===== config.mk =====
export PLATFORM = sky130hd
export DESIGN_NAME = input_conditioner
export DESIGN_NICKNAME = d
export VERILOG_FILES = /design/src/rtl/input_conditioner_pkg.sv /design/src/rtl/input_conditioner_button_channel.sv /design/src/rtl/input_conditioner.sv
export SDC_FILE = /design/constraint.sdc
export NUM_CORES = 1
export LEC_CHECK = 0
export CAP_MARGIN = 20
export CELL_PAD_IN_SITES_DETAIL_PLACEMENT = 1
export CELL_PAD_IN_SITES_GLOBAL_PLACEMENT = 2
export CORE_ASPECT_RATIO = 0.8
export CORE_MARGIN = 2
export CORE_UTILIZATION = 38
export DETAILED_ROUTE_END_ITERATION = 7
export PLACE_DENSITY_LB_ADDON = 0.15
export SYNTH_ARGS = -nofsm -noshare
export SYNTH_HDL_FRONTEND = slang
export SYNTH_HIERARCHICAL = 1
export SYNTH_SLANG_ARGS = --single-unit

===== constraint.sdc =====
create_clock -name clk -period 1.95 [get_ports clk]
set_input_delay 0.39 -clock clk [delete_from_list [all_inputs] [get_ports clk]]
set_output_delay 0.39 -clock clk [all_outputs]
set_load 0.05 [all_outputs]

===== src/rtl/input_conditioner_pkg.sv =====
`default_nettype none
// ============================================================================
// Module      : input_conditioner_pkg
// Description : Shared definitions for the push-button input conditioner.
//               Per-channel state encodings, button indices and default
//               timing constants for a 50 MHz system clock.
// Revision    : 1.0 - initial release
// ============================================================================
package input_conditioner_pkg;

    // Channel FSM state encoding
    typedef logic [1:0] chan_state_t;

    localparam chan_state_t c_ST_IDLE   = 2'd0;
    localparam chan_state_t c_ST_DELAY  = 2'd1;
    localparam chan_state_t c_ST_REPEAT = 2'd2;
    localparam chan_state_t c_ST_HELD   = 2'd3;

    // Button channel indices
    localparam int c_NUM_BTN    = 4;
    localparam int c_BTN_LEFT   = 0;
    localparam int c_BTN_RIGHT  = 1;
    localparam int c_BTN_ROTATE = 2;
    localparam int c_BTN_GO     = 3;

    // Default timing at 50 MHz
    localparam int c_DEBOUNCE_CYCLES = 250000;    // 5 ms
    localparam int c_REPEAT_DELAY    = 12500000;  // 250 ms
    localparam int c_REPEAT_PERIOD   = 5000000;   // 100 ms
    localparam int c_CNT_W           = 24;

endpackage
`default_nettype wire


===== src/rtl/input_conditioner_button_channel.sv =====
`default_nettype none
// ============================================================================
// Module      : button_channel
// Description : One push-button channel: 2-flop synchroniser, debounce
//               counter and press FSM. With REPEAT_EN set the FSM emits an
//               event on press, after REPEAT_DELAY and then every
//               REPEAT_PERIOD while held; otherwise one event per press.
// Ports       : clk     - system clock
//               reset   - asynchronous active-high reset
//               i_btn   - raw button level, asynchronous to clk
//               o_event - one-cycle press/repeat strobe (combinational)
//               o_level - debounced button level
// Revision    : 1.0 - initial release
// ============================================================================
module button_channel
    import input_conditioner_pkg::*;
#(
    parameter int CNT_W           = c_CNT_W,
    parameter int DEBOUNCE_CYCLES = c_DEBOUNCE_CYCLES,
    parameter int REPEAT_DELAY    = c_REPEAT_DELAY,
    parameter int REPEAT_PERIOD   = c_REPEAT_PERIOD,
    parameter bit REPEAT_EN       = 1'b1
) (
    input  logic clk,
    input  logic reset,
    input  logic i_btn,
    output logic o_event,
    output logic o_level
);

    localparam logic [CNT_W-1:0] c_DB_LAST  = CNT_W'(DEBOUNCE_CYCLES - 1);
    localparam logic [CNT_W-1:0] c_DLY_LAST = CNT_W'(REPEAT_DELAY - 1);
    localparam logic [CNT_W-1:0] c_PER_LAST = CNT_W'(REPEAT_PERIOD - 1);
    localparam logic [CNT_W-1:0] c_CNT_ONE  = CNT_W'(1);

    logic              r_sync1;
    logic              r_sync2;
    logic              r_stable;
    logic [CNT_W-1:0]  r_db_cnt;
    chan_state_t       r_state;
    logic [CNT_W-1:0]  r_rep_cnt;

    // Synchroniser and debounce: the stable level only follows sync2 after
    // DEBOUNCE_CYCLES consecutive mismatching cycles.
    always_ff @(posedge clk or posedge reset) begin
        if (reset) begin
            r_sync1  <= 1'b0;
            r_sync2  <= 1'b0;
            r_stable <= 1'b0;
            r_db_cnt <= '0;
        end else begin
            r_sync1 <= i_btn;
            r_sync2 <= r_sync1;
            if (r_sync2 == r_stable) begin
                r_db_cnt <= '0;
            end else if (r_db_cnt == c_DB_LAST) begin
                r_stable <= r_sync2;
                r_db_cnt <= '0;
            end else begin
                r_db_cnt <= r_db_cnt + c_CNT_ONE;
            end
        end
    end

    // IDLE with a high stable level only occurs in the cycle right after the
    // rise, since every other state returns to IDLE on a stable low.
    always_comb begin
        o_event = 1'b0;
        case (r_state)
            c_ST_IDLE:   o_event = r_stable;
            c_ST_DELAY:  o_event = r_stable && (r_rep_cnt == c_DLY_LAST);
            c_ST_REPEAT: o_event = r_stable && (r_rep_cnt == c_PER_LAST);
            default:     o_event = 1'b0;
        endcase
    end

    always_ff @(posedge clk or posedge reset) begin
        if (reset) begin
            r_state   <= c_ST_IDLE;
            r_rep_cnt <= '0;
        end else begin
            case (r_state)
                c_ST_IDLE: begin
                    r_rep_cnt <= '0;
                    if (r_stable) begin
                        r_state <= REPEAT_EN ? c_ST_DELAY : c_ST_HELD;
                    end
                end
                c_ST_DELAY: begin
                    if (!r_stable) begin
                        r_state   <= c_ST_IDLE;
                        r_rep_cnt <= '0;
                    end else if (r_rep_cnt == c_DLY_LAST) begin
                        r_state   <= c_ST_REPEAT;
                        r_rep_cnt <= '0;
                    end else begin
                        r_rep_cnt <= r_rep_cnt + c_CNT_ONE;
                    end
                end
                c_ST_REPEAT: begin
                    if (!r_stable) begin
                        r_state   <= c_ST_IDLE;
                        r_rep_cnt <= '0;
                    end else if (r_rep_cnt == c_PER_LAST) begin
                        r_rep_cnt <= '0;
                    end else begin
                        r_rep_cnt <= r_rep_cnt + c_CNT_ONE;
                    end
                end
                c_ST_HELD: begin
                    r_rep_cnt <= '0;
                    if (!r_stable) begin
                        r_state <= c_ST_IDLE;
                    end
                end
                default: begin
                    r_state   <= c_ST_IDLE;
                    r_rep_cnt <= '0;
                end
            endcase
        end
    end

    assign o_level = r_stable;

endmodule
`default_nettype wire


===== src/rtl/input_conditioner.sv =====
`default_nettype none
// ============================================================================
// Module      : input_conditioner
// Description : Converts raw push-button levels into held move requests for
//               the game control FSM. Left/right auto-repeat, rotate fires
//               once per press; requests persist until consumed.
// Ports       : clk        - system clock
//               reset      - asynchronous active-high reset
//               btn_left   - raw left button
//               btn_right  - raw right button
//               btn_rotate - raw rotate button
//               btn_go     - raw go/start button
//               consume    - pulse clearing all pending move requests
//               left       - pending left request
//               right      - pending right request
//               rotate     - pending rotate request
//               go         - debounced go level
// Revision    : 1.0 - initial release
// ============================================================================
module input_conditioner
    import input_conditioner_pkg::*;
#(
    parameter int DEBOUNCE_CYCLES = c_DEBOUNCE_CYCLES,
    parameter int REPEAT_DELAY    = c_REPEAT_DELAY,
    parameter int REPEAT_PERIOD   = c_REPEAT_PERIOD,
    parameter int CNT_W           = c_CNT_W
) (
    input  logic clk,
    input  logic reset,
    input  logic btn_left,
    input  logic btn_right,
    input  logic btn_rotate,
    input  logic btn_go,
    input  logic consume,
    output logic left,
    output logic right,
    output logic rotate,
    output logic go
);

    logic [c_NUM_BTN-1:0] w_btn;
    logic [c_NUM_BTN-1:0] w_event;
    logic [c_NUM_BTN-1:0] w_level;
    logic                 w_ev_left;
    logic                 w_ev_right;
    logic                 w_ev_rotate;
    logic                 w_unused;

    logic r_left;
    logic r_right;
    logic r_rotate;

    assign w_btn = {btn_go, btn_rotate, btn_right, btn_left};

    generate
        for (genvar g = 0; g < c_NUM_BTN; g++) begin : g_chan
            button_channel #(
                .CNT_W           (CNT_W),
                .DEBOUNCE_CYCLES (DEBOUNCE_CYCLES),
                .REPEAT_DELAY    (REPEAT_DELAY),
                .REPEAT_PERIOD   (REPEAT_PERIOD),
                .REPEAT_EN       ((g == c_BTN_LEFT) || (g == c_BTN_RIGHT))
            ) u_chan (
                .clk     (clk),
                .reset   (reset),
                .i_btn   (w_btn[g]),
                .o_event (w_event[g]),
                .o_level (w_level[g])
            );
        end
    endgenerate

    assign w_ev_left   = w_event[c_BTN_LEFT];
    assign w_ev_right  = w_event[c_BTN_RIGHT];
    assign w_ev_rotate = w_event[c_BTN_ROTATE];

    // Only the go level and the move events are consumed downstream.
    assign w_unused = &{1'b0, w_level[c_BTN_ROTATE:c_BTN_LEFT], w_event[c_BTN_GO]};

    // Pending requests. Events take priority over consume; opposite
    // directions cancel so the most recent direction wins, and a
    // simultaneous left+right press cancels both.
    always_ff @(posedge clk or posedge reset) begin
        if (reset) begin
            r_left   <= 1'b0;
            r_right  <= 1'b0;
            r_rotate <= 1'b0;
        end else begin
            if (w_ev_left && w_ev_right) begin
                r_left  <= 1'b0;
                r_right <= 1'b0;
            end else if (w_ev_left) begin
                r_left  <= 1'b1;
                r_right <= 1'b0;
            end else if (w_ev_right) begin
                r_left  <= 1'b0;
                r_right <= 1'b1;
            end else if (consume) begin
                r_left  <= 1'b0;
                r_right <= 1'b0;
            end

            if (w_ev_rotate) begin
                r_rotate <= 1'b1;
            end else if (consume) begin
                r_rotate <= 1'b0;
            end
        end
    end

    assign left   = r_left;
    assign right  = r_right;
    assign rotate = r_rotate;
    assign go     = w_level[c_BTN_GO];

endmodule
`default_nettype wire


==> implementation parameters, run 1 <==
Parameter                              Value

Drt
  Number of DRC violations after detailed-routing iteration 0 ... 363
  Detail-routed via count per cell ... 5.258
  DR vias ... 8071
  Number of design rule violations left after detail routing ... 0
  Number of antenna-violating nets in the routed design ... 0
  Wire length reported by the detailed router ... 25.37 mm
  Detail-routed net length per standard cell ... 16.53 µm
  Number of detailed-routing iterations run before antenna repair ... 4

STA
  Slew at the pin closest to its max-slew limit ... 487.9 ps
  Number of slew-limit violations in the final report ... 0
  Number of failing setup endpoints in the final timing report ... 54
  Hold WS ... 349.7 ps
  Number of endpoints with negative hold slack in the final report ... 0
  Worst-case setup margin in the final layout ... -122.5 ps
  Normalized max-slew margin ... 67.60%
  Final period util ... 106.3%
  Setup repair after global routing missed its margin ... true
  FMAX ... 0.4825 GHz
  Min cycle time layout ... 2073 ps
  Worst Clk Skew ... 13.63 ps

Power and ir drop
  Static leakage ... 5.137 nW
  Pwr dens ... 611.3 mW/mm²
  Pwr Total ... 0.007686 W
  Highest ir drop seen on vdd ... 0.6488 mV

Floorplanning
  Floorplan row count ... 52
  Die Ht ... 148.5 µm
  Initial Util ... 38.98%
  Boundary pin count ... 11
  Die span in x ... 184.6 µm
  Area of the placeable core ... 0.02544 mm²
  Full die area ... 0.02741 mm²

Worst setup path
  Worst Reg2Reg Path Length in Cells ... 7
  Terminus of the critical flop-to-flop path ... g_chan[0].u_chan/r_rep_cnt[9]$_DFF_PP0_
  Category of the worst setup path capture point ... flop
  Largest fanout on the critical path ... 6
  Data required, critical path ... 2290 ps
  Critical path data arrival time ... 2410 ps
  Category of the worst setup path launch point ... flop
  Reg-to-Reg Start ... g_chan[0].u_chan/r_rep_cnt[20]$_DFF_PP0_
  Buffering stage count on the worst path with inverters included ... 2
  Slowest cell delay on critical path ... 550 ps
  Critical Path, Cell by Cell ... or4b_4 -> nor4_4 -> a311oi_2 -> a31oi_4 -> buf_6 -> buf_16 -> nor2_2
  Critical Path Slowest Stage Cell ... sky130_fd_sc_hd__or4b_4
  R2R setup slack ... -120 ps
  Path type of the worst setup path ... flop to flop
  Cell family contributing the most delay on the critical path ... simple AND/OR/NAND/NOR gates

Synthesis
  Area of the mapped netlist ... 0.009917 mm²
  Cells after synthesis ... 1019
  Number of nets produced by synthesis ... 1050
  Synth Area per Inst ... 9.732 µm²
  Yosys Warn Count ... 6

Place
  Final HPWL DP ... 17.23 mm
  Weighted congestion at the end of routability-driven global placement ... 0.7822
  IO Port Bufs ... 10

Worst hold path
  Worst Min Path Start ... g_chan[3].u_chan/r_sync1$_DFF_PP0_
  Worst min-delay path category ... flop to flop
  Worst hold endpoint ... g_chan[3].u_chan/r_sync2$_DFF_PP0_
  Worst hold path stage count ... 0

Job
  Max-capacitance violation count ... 0

CTS
  Later-pin clock latency in the skew report ... 440 ps
  Clock tree from TritonCTS ... done
  Total number of clock tree sinks ... 189
  Number of buffers on the longest clock path ... 2
  H-tree Lvls ... 4
  Clock buffers created by TritonCTS ... 17
  Clk root buf ... sky130_fd_sc_hd__clkbuf_16
  Hold-fix buffer count after cts ... 0
  Worst-path clk slew ... 80 ps

Global route
  Initial antenna violation count ... 0
  Vias in the first global route ... 8508
  Global-route wire length before repair ... 43.30 mm
  Global route total overflow ... 0
  Maximum number of pins on one net before global-route repair ... 54
  GRT Overall Usage ... 19.69%

Layout
  Fillers ... 2867
  Net count, final ... 1202
  N_diodes ... 0
  Area growth syn-to-layout ... 26.79%
  Share of final-layout standard cells stronger than drive strength 1 ... 24.24%

Outcome
  Outcome ... complete, but fails checks
  Violations in the final reports ... negative setup slack
## cell usage in the layout (no fill, tap or decap), drive strengths merged, types with 7 or more instances in the layout
master and instances:
dfrtp 189, nor2 162, buf 157, nand3 69, xor2 66, xnor2 66, nand2 61, nand4 45
inv 45, nor4 32, or3 25, o21ai 25, ha 24, and3 20, a21oi 20, clkbuf 19
a211oi 18, or4 18, nor3 16, and4 10, nor4b 10, a221oi 8, nor2b 7, o31ai 7
## power breakdown
part           internal [W]  leakage [nW]  switching (W)  total [W]
clock               0.00183         0.281        0.00165    0.00348
sequential          0.00395          2.60      0.0000300    0.00398
combinational     0.0000835          2.25       0.000150   0.000234
## layer usage
layer  track usage [%]  vias up  share of wire (%)
met3             3.599        7                2.2
li1                  -     3903                  -
met4             3.770        0               0.48
met5                 0        -                  0
met1             29.19     4111                 51
met2             30.26       50                 46
## layout make-up
type                            instances  area (µm²)  area share, %
Multi-Input combinational cell        758        5219          41.51
Sequential cell                       189        4738          37.69
Timing Repair Buffer                  166        1459          11.60
Clock buffer                           19       442.9          3.523
Tap cell                              351       439.2          3.493
Inverter                               39       146.4          1.164
Clock inverter                         13       128.9          1.025
## through the flow
stage | instance area [µm²] | cells | worst slack (ps) | utilization, % | setup TNS (ps)
global route | 12570 | 1535 | -184.8 | 49.42 | -8383
finish | 12570 | 1535 | -122.5 | 49.42 | -4289
global placement | 11480 | 1479 | -37.75 | 45.12 | -1420
CTS | 12290 | 1523 | -90.98 | 48.32 | -3585
floorplan | 9993 | 1019 | -68.60 | - | -999.7
detailed placement | 11480 | 1479 | -105.1 | 45.12 | -3304
## flip-flops by register name (all words and copies together), names as in the netlist
| signal | cells |
|---|---|
| g_chan.u_chan/r_rep_cnt | 72 |
| g_chan.u_chan/r_sync2 | 4 |
| g_chan.u_chan/r_sync1 | 4 |
| g_chan.u_chan/o_level | 4 |
| g_chan.u_chan/r_db_cnt | 96 |
| g_chan.u_chan/r_state | 6 |
| left | 1 |
| rotate | 1 |
| right | 1 |
## what timing repair did
action / in CTS / in global routing
buffers inserted: 9 / 13
pin swaps: 5 / 33
resized for setup: 30 / 52
gates cloned: 3 / 1
setup endpoints to repair: 79 / 116
## worst max-delay path by stage
stage               slack [ps]                                        to                                     start  depth (start not counted)
finish                    -120   g_chan[0].u_chan/r_rep_cnt[9]$_DFF_PP0_  g_chan[0].u_chan/r_rep_cnt[20]$_DFF_PP0_                          7
global placement           -40   g_chan[3].u_chan/r_db_cnt[22]$_DFF_PP0_    g_chan[3].u_chan/r_db_cnt[1]$_DFF_PP0_                          5
detailed placement        -110  g_chan[2].u_chan/r_rep_cnt[19]$_DFF_PP0_  g_chan[2].u_chan/r_rep_cnt[13]$_DFF_PP0_                          4
CTS                        -90  g_chan[1].u_chan/r_rep_cnt[12]$_DFF_PP0_   g_chan[1].u_chan/r_rep_cnt[7]$_DFF_PP0_                          5
global route              -180  g_chan[0].u_chan/r_rep_cnt[20]$_DFF_PP0_  g_chan[0].u_chan/r_rep_cnt[20]$_DFF_PP0_                          7
floorplan                  -70  g_chan[2].u_chan/r_rep_cnt[20]$_DFF_PP0_   g_chan[2].u_chan/r_rep_cnt[0]$_DFF_PP0_                          6
Power figures use the tool's default switching activity.
==> run 2, diff against run 1 <==
- CAP_MARGIN: 20 -> 10
- HOLD_SLACK_MARGIN: not set -> 0.05
- clock period: 1.95 -> 1.9 ns (I/O delays scaled with it)
==> run 2 against run 1 <==
Net effect: the flow still finishes with violations (negative setup slack); cell count is 1.6% higher; critical path depth stayed put; via count is 0.25% lower; critical endpoint is now g_chan[0].u_chan/r_rep_cnt[22]$_DFF_PP0_; combinational power is 5% higher; critical path type unchanged; clock power is 5% higher.
==> implementation parameters, run 2 (synthesis gave the netlist of run 1 again) <==
Parameter                              Value

Layout
  Final core occ ... 50.99% (+1.6 points)
  Area growth syn-to-layout ... 30.81%
  Highest-count cells in the layout ignoring fill and taps ... sky130_fd_sc_hd__dfrtp_1, sky130_fd_sc_hd__buf_4, sky130_fd_sc_hd__nor2_1
  Share of final-layout standard cells stronger than drive strength 1 ... 29.03% (+4.8 points)
  Most frequent standard cell in the layout excluding fill and tap cells ... sky130_fd_sc_hd__dfrtp_1
  Fillers ... 2832 (-1.2%)
  Total area of multi-input combinational cells ... 0.005404 mm² (+3.5%)
  Net count, final ... 1227 (+2.1%)
  N_diodes ... 0 (unchanged)
  Sequential cell area ... 0.004741 mm² (about the same)
  Top flop regs ... g_chan.u_chan/r_db_cnt: 96 flops, g_chan.u_chan/r_rep_cnt: 72 flops, g_chan.u_chan/r_state: 6 flops
  Non-filler instance count after layout ... 1560 (+1.6%)
  Largest register by flop count ... g_chan.u_chan/r_db_cnt
  Number of flip-flops in the largest register ... 96 (unchanged)

Worst setup path
  Critical Path, Cell by Cell ... or4b_4 -> nor4_4 -> a311oi_2 -> a31oi_4 -> buf_12 -> clkbuf_16 -> nor2_1
  Category of the worst setup path capture point ... flop
  Category of the worst setup path launch point ... flop
  Largest fanout on the critical path ... 6 (unchanged)
  Path type of the worst setup path ... flop to flop
  Data required, critical path ... 2230 ps (-60 ps)
  Critical Path Slowest Stage Cell ... sky130_fd_sc_hd__or4b_4
  Critical path data arrival time ... 2380 ps (-30 ps)
  Slowest cell delay on critical path ... 550 ps (about the same)

Global route
  Global route total overflow ... 0 (unchanged)
  Global-route wire length before repair ... 43.45 mm (+0.33%)
  Initial antenna violation count ... 0 (unchanged)
  Vias in the first global route ... 8453 (-0.65%)
  GRT Overall Usage ... 19.69% (about the same)
  Maximum number of pins on one net before global-route repair ... 54 (unchanged)

CTS
  Hold-fix buffer count after cts ... 0 (unchanged)
  Clock buffers created by TritonCTS ... 17 (unchanged)
  Clock tree from TritonCTS ... done
  Later-pin clock latency in the skew report ... 440 ps (about the same)
  Worst-path clk slew ... 70 ps (about the same)
  Number of buffers on the longest clock path ... 2 (unchanged)
  Clk root buf ... sky130_fd_sc_hd__clkbuf_16
  Total number of clock tree sinks ... 189 (unchanged)
  H-tree Lvls ... 4 (unchanged)

Floorplanning
  Die Ht ... 148.5 µm (unchanged)
  Boundary pin count ... 11 (unchanged)
  Area of the placeable core ... 0.02544 mm² (unchanged)
  Full die area ... 0.02741 mm² (unchanged)
  Die span in x ... 184.6 µm (unchanged)
  Floorplan row count ... 52 (unchanged)
  Initial Util ... 38.98% (unchanged)

Drt
  Number of DRC violations after detailed-routing iteration 0 ... 341 (-6.1%)
  DR vias ... 8051 (-0.25%)
  Number of design rule violations left after detail routing ... 0 (unchanged)
  Wire length reported by the detailed router ... 25.57 mm (+0.81%)
  Number of detailed-routing iterations run before antenna repair ... 4 (unchanged)
  Number of antenna-violating nets in the routed design ... 0 (unchanged)
  Detail-routed net length per standard cell ... 16.39 µm (-0.81%)
  Detail-routed via count per cell ... 5.161 (-1.8%)

STA
  Number of failing setup endpoints in the final timing report ... 75 (+39%)
  Min cycle time layout ... 2058 ps (-14.84 ps)
  Normalized max-slew margin ... 64.29% (-3.3 points)
  Worst-case setup margin in the final layout ... -157.7 ps (-35.15 ps)
  Slew at the pin closest to its max-slew limit ... 535.1 ps (+47.20 ps)
  Number of endpoints with negative hold slack in the final report ... 0 (unchanged)
  Worst Clk Skew ... 13.15 ps (-0.4805 ps)
  Setup repair after global routing missed its margin ... true
  FMAX ... 0.4860 GHz (+0.72%)
  Number of slew-limit violations in the final report ... 0 (unchanged)
  Final period util ... 108.3% (+2.0 points)

Place
  Weighted congestion at the end of routability-driven global placement ... 0.8042 (+2.8%)
  Placed Instances ... 1492 (+0.88%)
  Setup Slack @ Placement ... -203.7 ps (-98.58 ps)
  IO Port Bufs ... 10 (unchanged)
  Final HPWL DP ... 17.27 mm (+0.21%)

Power and ir drop
  Static leakage ... 5.260 nW (+2.4%)
  Highest ir drop seen on vdd ... 0.6277 mV (-3.3%)
  Pwr dens ... 614.0 mW/mm² (+0.44%)
  Pwr Total ... 0.007965 W (+3.6%)

Outcome
  Outcome ... complete, but fails checks
  Violations in the final reports ... negative setup slack

Worst hold path
  Worst min-delay path category ... flop to flop

Job
  Max-capacitance violation count ... 0 (unchanged)
run 2: critical path: cells and delay by family (launching register included):
kind	cells	cell delay, ps
and+or+nand+nor	3	910
buffers and inverters	2	300
DFF	1	380
AOI/OAI and AO/OA	2	370
run 2: area by class of cell:
type	count	area share (%)
Clock inverter	12	1.051
Inverter	39	1.128
Tap cell	351	3.385
Multi-Input combinational cell	758	41.66
Timing Repair Buffer	191	12.71
Clock buffer	20	3.520
Sequential cell	189	36.55
run 2: metal layers:
layer  GRT usage (%)  part of all wire (%)  vias up
li1                -                     -     3951
met1           29.09                    51     4033
met2           30.45                    45       54
met3           2.865                   2.6       13
met4           4.762                  0.88        0
met5               0                     0        -
run 2: power breakdown:
part	switching, W	total (W)	internal, W
sequential	0.0000284	0.00408	0.00405
clock	0.00162	0.00364	0.00202
combinational	0.000154	0.000246	0.0000916
total	0.00180	0.00796	0.00616
run 2: metrics by stage:
step | setup TNS [ps] | cell area (µm²) | hold WS, ps
after global routing | -11810 | 12970 | 356.2
final | -5833 | 12970 | 354.0
after detailed placement | -8413 | 11540 | 338.6
after CTS | -4687 | 12440 | 355.3
after floorplan | -3937 | 10010 | 133.6
after global placement | -5054 | 11540 | 333.1
run 2: what timing repair did:
action,CTS,global route
gates cloned,3,4
gates resized for setup,46,84
buffers inserted,12,17
setup endpoints to repair,88,153
pin swaps,25,52
run 2: path summary, 6_finish.rpt:
| path | slack [ps] | from | cells past startpoint | to |
|---|---|---|---|---|
| setup / recovery | -160 | g_chan[0].u_chan/r_rep_cnt[15]$_DFF_PP0_ | 7 | g_chan[0].u_chan/r_rep_cnt[22]$_DFF_PP0_ |
| hold / removal | 350 | g_chan[3].u_chan/r_sync1$_DFF_PP0_ | 0 | g_chan[3].u_chan/r_sync2$_DFF_PP0_ |
| setup reg to reg | -160 | g_chan[0].u_chan/r_rep_cnt[15]$_DFF_PP0_ | 7 | g_chan[0].u_chan/r_rep_cnt[22]$_DFF_PP0_ |
| hold reg to reg | 350 | g_chan[3].u_chan/r_sync1$_DFF_PP0_ | 0 | g_chan[3].u_chan/r_sync2$_DFF_PP0_ |
| max in group asynchronous | 970 | reset | 3 | g_chan[3].u_chan/r_db_cnt[6]$_DFF_PP0_ |
| min in group asynchronous | 440 | reset | 2 | g_chan[0].u_chan/r_rep_cnt[16]$_DFF_PP0_ |
